## src/rtl/bp_be_issue_queue_ctrl.sv

```systemverilog
// bp_be_issue_queue_ctrl
//   Sequencer for the BE issue queue controls (en/clr/roll/read/cmt plus
//   cnt/size sideband). Counts issued-but-uncommitted instructions, throttles
//   issue at max_inflight_p, and orders flush (clr_i) over rollback (poison_i)
//   over normal read/commit traffic.
//   fetch_sel_p mirrors the processor config field that sizes the sideband.
//   Optional feature macro: BP_BE_ISSUE_CTRL_STATS_EN adds read/roll cycle
//   counters on issue_stat_o/roll_stat_o. Without it those ports read 0.
module bp_be_issue_queue_ctrl #(
  parameter int fetch_sel_p    = 2,
  parameter int max_inflight_p = 8,
  parameter int roll_stall_p   = 2,
  localparam int op_ptr_width_lp   = $clog2((2 ** fetch_sel_p) + 1),
  localparam int inflight_width_lp = $clog2(max_inflight_p + 1)
) (
  input  logic                         clk_i,
  input  logic                         reset_i,
  input  logic                         clr_i,
  input  logic                         poison_i,
  input  logic                         suppress_i,
  input  logic                         issue_v_i,
  input  logic                         dispatch_yumi_i,
  input  logic [op_ptr_width_lp-1:0]   issue_cnt_i,
  input  logic [op_ptr_width_lp-1:0]   issue_size_i,
  input  logic                         commit_v_i,
  input  logic [op_ptr_width_lp-1:0]   commit_cnt_i,
  input  logic [op_ptr_width_lp-1:0]   commit_size_i,
  output logic                         en_o,
  output logic                         clr_o,
  output logic                         roll_o,
  output logic                         read_o,
  output logic                         cmt_o,
  output logic [op_ptr_width_lp-1:0]   read_cnt_o,
  output logic [op_ptr_width_lp-1:0]   read_size_o,
  output logic [op_ptr_width_lp-1:0]   cmt_cnt_o,
  output logic [op_ptr_width_lp-1:0]   cmt_size_o,
  output logic [inflight_width_lp-1:0] inflight_o,
  output logic                         busy_o,
  output logic [31:0]                  issue_stat_o,
  output logic [31:0]                  roll_stat_o
);

  localparam int stall_width_lp = $clog2(roll_stall_p + 1);
  localparam logic [inflight_width_lp-1:0] max_inflight_lp = inflight_width_lp'(max_inflight_p);
  localparam logic [stall_width_lp-1:0]    stall_init_lp   = stall_width_lp'(roll_stall_p - 1);

  typedef enum logic [1:0] {e_reset, e_run, e_clear, e_roll} state_e;

  state_e                        state_r, state_n;
  logic [inflight_width_lp-1:0]  inflight_r, inflight_n;
  logic [stall_width_lp-1:0]     stall_r, stall_n;

  // State, in-flight count and rollback stall counter registers.
  always_ff @(posedge clk_i) begin
    if (reset_i) begin
      state_r    <= e_reset;
      inflight_r <= '0;
      stall_r    <= '0;
    end else begin
      // NOTE: sequential state uses non-blocking assignments so every register
      // samples the pre-edge values regardless of statement order.
      state_r    <= state_n;
      inflight_r <= inflight_n;
      stall_r    <= stall_n;
    end
  end

  // Next state and all queue controls; flush beats rollback beats read/commit.
  always_comb begin
    // NOTE: every output of this block gets a default first, so no path
    // through the case/if structure can leave a latch behind.
    state_n    = state_r;
    inflight_n = inflight_r;
    stall_n    = stall_r;
    en_o       = 1'b0;
    clr_o      = 1'b0;
    roll_o     = 1'b0;
    read_o     = 1'b0;
    cmt_o      = 1'b0;

    unique case (state_r)
      e_reset: begin
        clr_o   = 1'b1;
        state_n = e_run;
      end
      e_run: begin
        en_o   = ~suppress_i & (inflight_r < max_inflight_lp);
        read_o = dispatch_yumi_i & issue_v_i & en_o;
        cmt_o  = commit_v_i;
        if (read_o && !cmt_o)
          inflight_n = inflight_r + 1'b1;
        else if (!read_o && cmt_o && (inflight_r != '0))
          inflight_n = inflight_r - 1'b1;
      end
      e_roll: begin
        cmt_o = commit_v_i;
        if (cmt_o && (inflight_r != '0))
          inflight_n = inflight_r - 1'b1;
        if (stall_r == '0)
          state_n = e_run;
        else
          stall_n = stall_r - 1'b1;
      end
      e_clear: begin
        state_n = e_run;
      end
      default: state_n = e_reset;
    endcase

    if (state_r != e_reset) begin
      if (clr_i) begin
        en_o       = 1'b0;
        clr_o      = 1'b1;
        roll_o     = 1'b0;
        read_o     = 1'b0;
        cmt_o      = 1'b0;
        inflight_n = '0;
        stall_n    = '0;
        state_n    = e_clear;
      end else if (poison_i && (state_r == e_run || state_r == e_roll)) begin
        en_o       = 1'b0;
        roll_o     = 1'b1;
        read_o     = 1'b0;
        cmt_o      = commit_v_i;
        inflight_n = '0;
        stall_n    = stall_init_lp;
        state_n    = e_roll;
      end
    end
  end

  // Sideband is a straight pass-through, held at zero while coming out of reset.
  assign read_cnt_o  = (state_r == e_reset) ? '0 : issue_cnt_i;
  assign read_size_o = (state_r == e_reset) ? '0 : issue_size_i;
  assign cmt_cnt_o   = (state_r == e_reset) ? '0 : commit_cnt_i;
  assign cmt_size_o  = (state_r == e_reset) ? '0 : commit_size_i;

  assign inflight_o = inflight_r;
  assign busy_o     = (state_r != e_run);

  // A commit with nothing in flight during normal running means upstream broke protocol.
  a_no_underflow: assert property (@(posedge clk_i) disable iff (reset_i)
    (state_r == e_run && cmt_o && !read_o) |-> (inflight_r != '0));

`ifdef BP_BE_ISSUE_CTRL_STATS_EN
  logic [31:0] issue_stat_r, roll_stat_r;

  // Free-running read/roll cycle counters; only reset clears them, they wrap.
  always_ff @(posedge clk_i) begin
    if (reset_i) begin
      issue_stat_r <= '0;
      roll_stat_r  <= '0;
    end else begin
      if (read_o) issue_stat_r <= issue_stat_r + 32'd1;
      if (roll_o) roll_stat_r  <= roll_stat_r + 32'd1;
    end
  end

  assign issue_stat_o = issue_stat_r;
  assign roll_stat_o  = roll_stat_r;
`else
  assign issue_stat_o = '0;
  assign roll_stat_o  = '0;
`endif

endmodule

```

## config.mk

```make
export PLATFORM = sky130hd
export DESIGN_NAME = bp_be_issue_queue_ctrl
export DESIGN_NICKNAME = d
export VERILOG_FILES = /design/src/rtl/bp_be_issue_queue_ctrl.sv
export SDC_FILE = /design/constraint.sdc
export NUM_CORES = 1
export LEC_CHECK = 0
export CAP_MARGIN = 15
export CORE_UTILIZATION = 35
export DETAILED_ROUTE_END_ITERATION = 16
export PLACE_DENSITY_LB_ADDON = 0.2
export SLEW_MARGIN = 40
export SYNTH_ARGS = -nofsm -noshare
export SYNTH_HDL_FRONTEND = slang
export SYNTH_SLANG_ARGS = --single-unit
```

## constraint.sdc

```tcl
create_clock -name clk_i -period 5.2 [get_ports clk_i]
set_input_delay 0.78 -clock clk_i [delete_from_list [all_inputs] [get_ports clk_i]]
set_output_delay 0.78 -clock clk_i [all_outputs]
set_load 0.02 [all_outputs]
```

Word level (Yosys, flattened, before mapping)
Index checks and enable logic that the tools add are counted.
- $add $sub $neg: 3
- order comparisons: 1
- equal/unequal tests: 4
- mux-type cells: 39
- bitwise gates (word level): 4
- reductions and logical operators: 14
- operators with widths (cell ; number):
    $mux 4 ; 6
    $mux 1 ; 18
    $mux 2 ; 9
    $mux 3 ; 4
    $pmux 4 s2 ; 1
    $logic_and 1x1->1 ; 5
    $add 4x1->4 const B ; 1
    $eq 2x2->1 const B ; 2
    $logic_not 2->1 ; 2
    $lt 4x4->1 const B ; 1
    $pmux 2 s2 ; 1
    $reduce_bool 4->1 ; 1
    $reduce_or 2->1 ; 2
    $sub 4x1->4 const B ; 1
    $and 1x1->1 ; 3
    $eq 2x1->1 const B ; 1
    $logic_not 1->1 ; 2
    $ne 2x1->1 const B ; 1
    $reduce_bool 2->1 ; 1
    $sub 2x1->2 const B ; 1
    $logic_or 1x1->1 ; 1
    $not 1->1 ; 1
- flip-flop bits (word level): 8
- input bits: 20
- output and inout bits: 86
- word-level logic and storage cells: 68

Depth between registers and ports, before layout
- depth after elaboration: 12
- mapped depth: 6
- gate-level depth less buffers: 6

Least setup slack after synthesis
OpenSTA, ideal clock, no wires.
- path kind: input to output
- start: in clr_i
- end: out read_o
- data arrival time: 1.826 ns
- required time: 4.420 ns
- slack: 2.594 ns
- stages: 4
- buffers on the path: 0
- path through: nor2b_1 nand2_1 nor3_1 and3_1
- longest elaborated chain between the ends: 2
- ends and longest elaborated chain (element ; line ; source):
    from (decl) ; 18 ; input logic clr_i,
    $mux 1 ; 111 ; if (clr_i) begin
    $mux 1 ; 110 ; if (state_r != e_reset) begin
    to (decl) ; 31 ; output logic read_o,
No other way between the ends.

Worst setup path in the final report
Ends and elaborated chain as after synthesis.

==> flow_summary.yaml <==
yosys:
  synthSimpleGateAreaFrac_pct: 24.7
  yosysMostFrequentCell: "buf_4"
  synth_fa_ha_area_share_pct: 2.02
  synth_mux_area_share_pct: 1.62
  ys_top_cells_by_area: "buf_4 39%, dfxtp_1 13%, and2_1 7.1%, nand2_1 3.0%, a21oi_1 2.8%"
  synth_seq_cells: 8
  synth_top_family_by_area: "buffers and inverters"
  synth_area_sq_um: 1240
  synth_compound_area_share_pct: 15.8
  synth_seq_area_share_pct: 12.9
  synthXorXnorAreaFrac_pct: 0
  synth_top_area_cell: "buf_4"
  ys_async_sr_fraction_pct: 0
  netlist_instances: 164
  synth_edf_count: 0
  syn_area_per_cell_sq_um: 7.55
  ys.flop_type: "dfxtp_1"
  ys_top_cells_by_count: "64 x buf_4, 14 x and2_1, 10 x nand2_1, 9 x nor2_1, 8 x dfxtp_1"
  synth_cell_types: 40
  synth_top_area_share_pct: 38.8
  ys_warn_count: 0
sta:
  finalCriticalPeriod_ns: 3.28
  fin_ws_ns: 1.92
  tns_ns: 0
  rsz0062_at_grt: "false"
  drv_slew: 0
  period_share_pct: 63.2
  clock_skew_ns: 0.00559
  max_freq_mhz: 304
  setup_viol: 0
  final_hold_viol_count: 0
route:
  avgRoutedWirePerCell_microns: 9.08
  drc: 0
  first_iter_violations: 38
  drt_wl_total_microns: 2260
  vias: 1017
  avgViaCountPerCell: 4.08
  ant_nets: 0
  first_pass_iters: 4
pwr:
  clkPwrFrac_pct: 19.5
  p_per_area_nw_per_um2: 166
  p_switching_w: 0.000107
  pwr-share-seq_pct: 28.6
  internal_power_w: 0.000136
  peakVddDrop_mv: 0.0903
  switching_share_pct: 44.0
  pwr-share-comb_pct: 52.0
  totalPowerFinal_w: 0.000242
  leakage_nw: 0.656
critical_path:
  crit_type: "input port to output port"
  r2r_cells: 6
  cp_data_required_time_ns: 4.42
  cpLargestDelayFamily: "buffers and inverters"
  critPathMostFrequentCell: "clkdlybuf4s50_1"
  crit_buf_inv: 2
  cp-end-kind: "output port"
  critPathMaxStageDelay_ns: 0.60
  r2r_setup_slack_ns: 3.28
  regToRegStartpoint: "inflight_o[1]"
  worstPathArrival_ns: 2.50
  start_kind: "input port"
  critPathSlowestCell: "clkdlybuf4s50_1"
  r2r_end: "inflight_o[1]"
  crit_start: "clr_i"
  cp_cell_sequence: "clkdlybuf4s50_1 > nor2b_1 > nand2_1 > nor3_1 > and3_1 > clkdlybuf4s50_1"
  critPathMaxFanout: 5
placed_design:
  dp.cells: 246
  hpwl_microns: 1890
  dpl_worst_slack_ns: 1.88
  port_buffers: 41
  gp_congestion: 0.786
global_routing:
  grt_pass1_wl_microns: 3590
  grt_use_met2_pct: 22.4
  grt_max_degree: 16
  met3_usage_pct: 6.09
  busiest_layer: "met2"
  grt_overflow_total: 0
  met1_usage_pct: 13.8
  antenna_found_initial: 0
  grtUsageTotal_pct: 12.6
  grt_pass1_vias: 861
floorplanning:
  start_util_pct: 36.8
  core_sq_um: 3360
  die_y_microns: 61.5
  die_x_microns: 61.5
  ios: 106
  rows: 21
  die_area_sq_um: 3780
cts:
  postCtsSetupBuffers: 0
  cts_tree: "built"
  cts_inserted_buffers: 3
  clock_path_buffers: 2
  clock_latency_ns: 0.25
  cts.sinks: 8
  cts_htree_levels: 1
  clock-root-buffer: "clkbuf_4"
  post_cts_resized: 0
  holdBufCountCts: 0
  clk_pin_slew_worst_paths_ns: 0.05
cells_and_area:
  fin_cells: 249
  nNetsFinal: 227
  area_delta_synth_final_pct: 17.9
  drive_gt1_share_pct: 4.93
  finish.utilization_pct: 43.4
  antenna_cells: 0
min_path:
  whs_endpoint: "stall_r[0]"
  hold_class: "flop to flop"
  min-delay-start: "stall_r[1]"
  hold_depth: 2
flow_run:
  cap_violations: 0
status:
  status: "completed"
[layer usage]
layer / up-vias / part of all wire, %
li1: 498 / -
met1: 451 / 40
met2: 68 / 48
met3: 0 / 12
met4: 0 / 0
met5: - / 0
[cell type report]
type,instances,area (sq um)
clock buffer,3,22.5
fill,384,1900
inverter,6,22.5
multi-input combinational,145,786
sequential,8,160
tap,46,57.6
timing repair buffer,41,410
[worst register-to-register path, delay by kind of cell (launching register included)]
family                   cells  cell delay [ns]
AND/OR/NAND/NOR              2             0.59
AO/OA/AOI/OAI                2             0.42
flip-flops                   1             0.37
adder cells (fa/ha/maj)      1             0.27
buffers and inverters        1             0.16
[power by group through the flow]
stage	sequential (W)	clock [W]	combinational [W]
after floorplan	0.0000687	0	0.000123
after global placement	0.0000706	0	0.000126
after detailed placement	0.0000705	0	0.000126
after CTS	0.0000692	0.0000489	0.000126
after global routing	0.0000698	0.0000536	0.000137
final	0.0000693	0.0000472	0.000126
[registers in the layout, summed over array words and instances (netlist names)]
name / count
state_r: 2
stall_r: 2
inflight_o: 4
[how the worst max path moves through the flow]
stage,endpoint,slack [ns],depth (start not counted)
after floorplan,read_o,2.59,4
after global placement,read_o,1.89,6
after CTS,read_o,1.88,6
after detailed placement,read_o,1.88,6
after global routing,read_o,1.79,6
final,read_o,1.92,6
[logic make-up after synthesis]
logic type | after synthesis
compound gates | 28
flops | 8
fa+ha+maj | 2
mux | 2
other cells | 1
buf+inv | 74
simple gates | 49
[per-stage QoR]
stage               hold WS (ns)  area [sq um]
floorplan                  0.444          1470
global placement           0.467          1440
detailed placement         0.470          1440
CTS                        0.477          1460
global route               0.510          1460
finish                     0.473          1460
[cell usage in the layout (no fill, tap or decap)]
master,n
or2_1,1
o21bai_1,1
nor3b_1,1
a32oi_1,1
and2_2,1
nand2_1,10
conb_1,64
clkdlybuf4s50_1,41
o311ai_1,1
nor3_1,2
a21boi_1,1
nor2_1,9
o21a_1,1
mux2i_1,2
a21oi_1,7
and2_1,14
dfxtp_1,8
a211oi_2,1
o21ai_0,3
nor4b_2,1
o21ba_2,1
nand2b_1,2
a211oi_1,3
clkbuf_4,3
o22ai_1,3
a311oi_1,1
nor2b_1,2
and3_1,2
and4bb_4,1
inv_1,6
o211a_1,1
a22o_1,1
or3b_4,1
nor4b_4,1
o21ai_1,1
a41oi_1,1
nand4bb_1,1
ha_1,2
(Power assumes the default switching activity.)
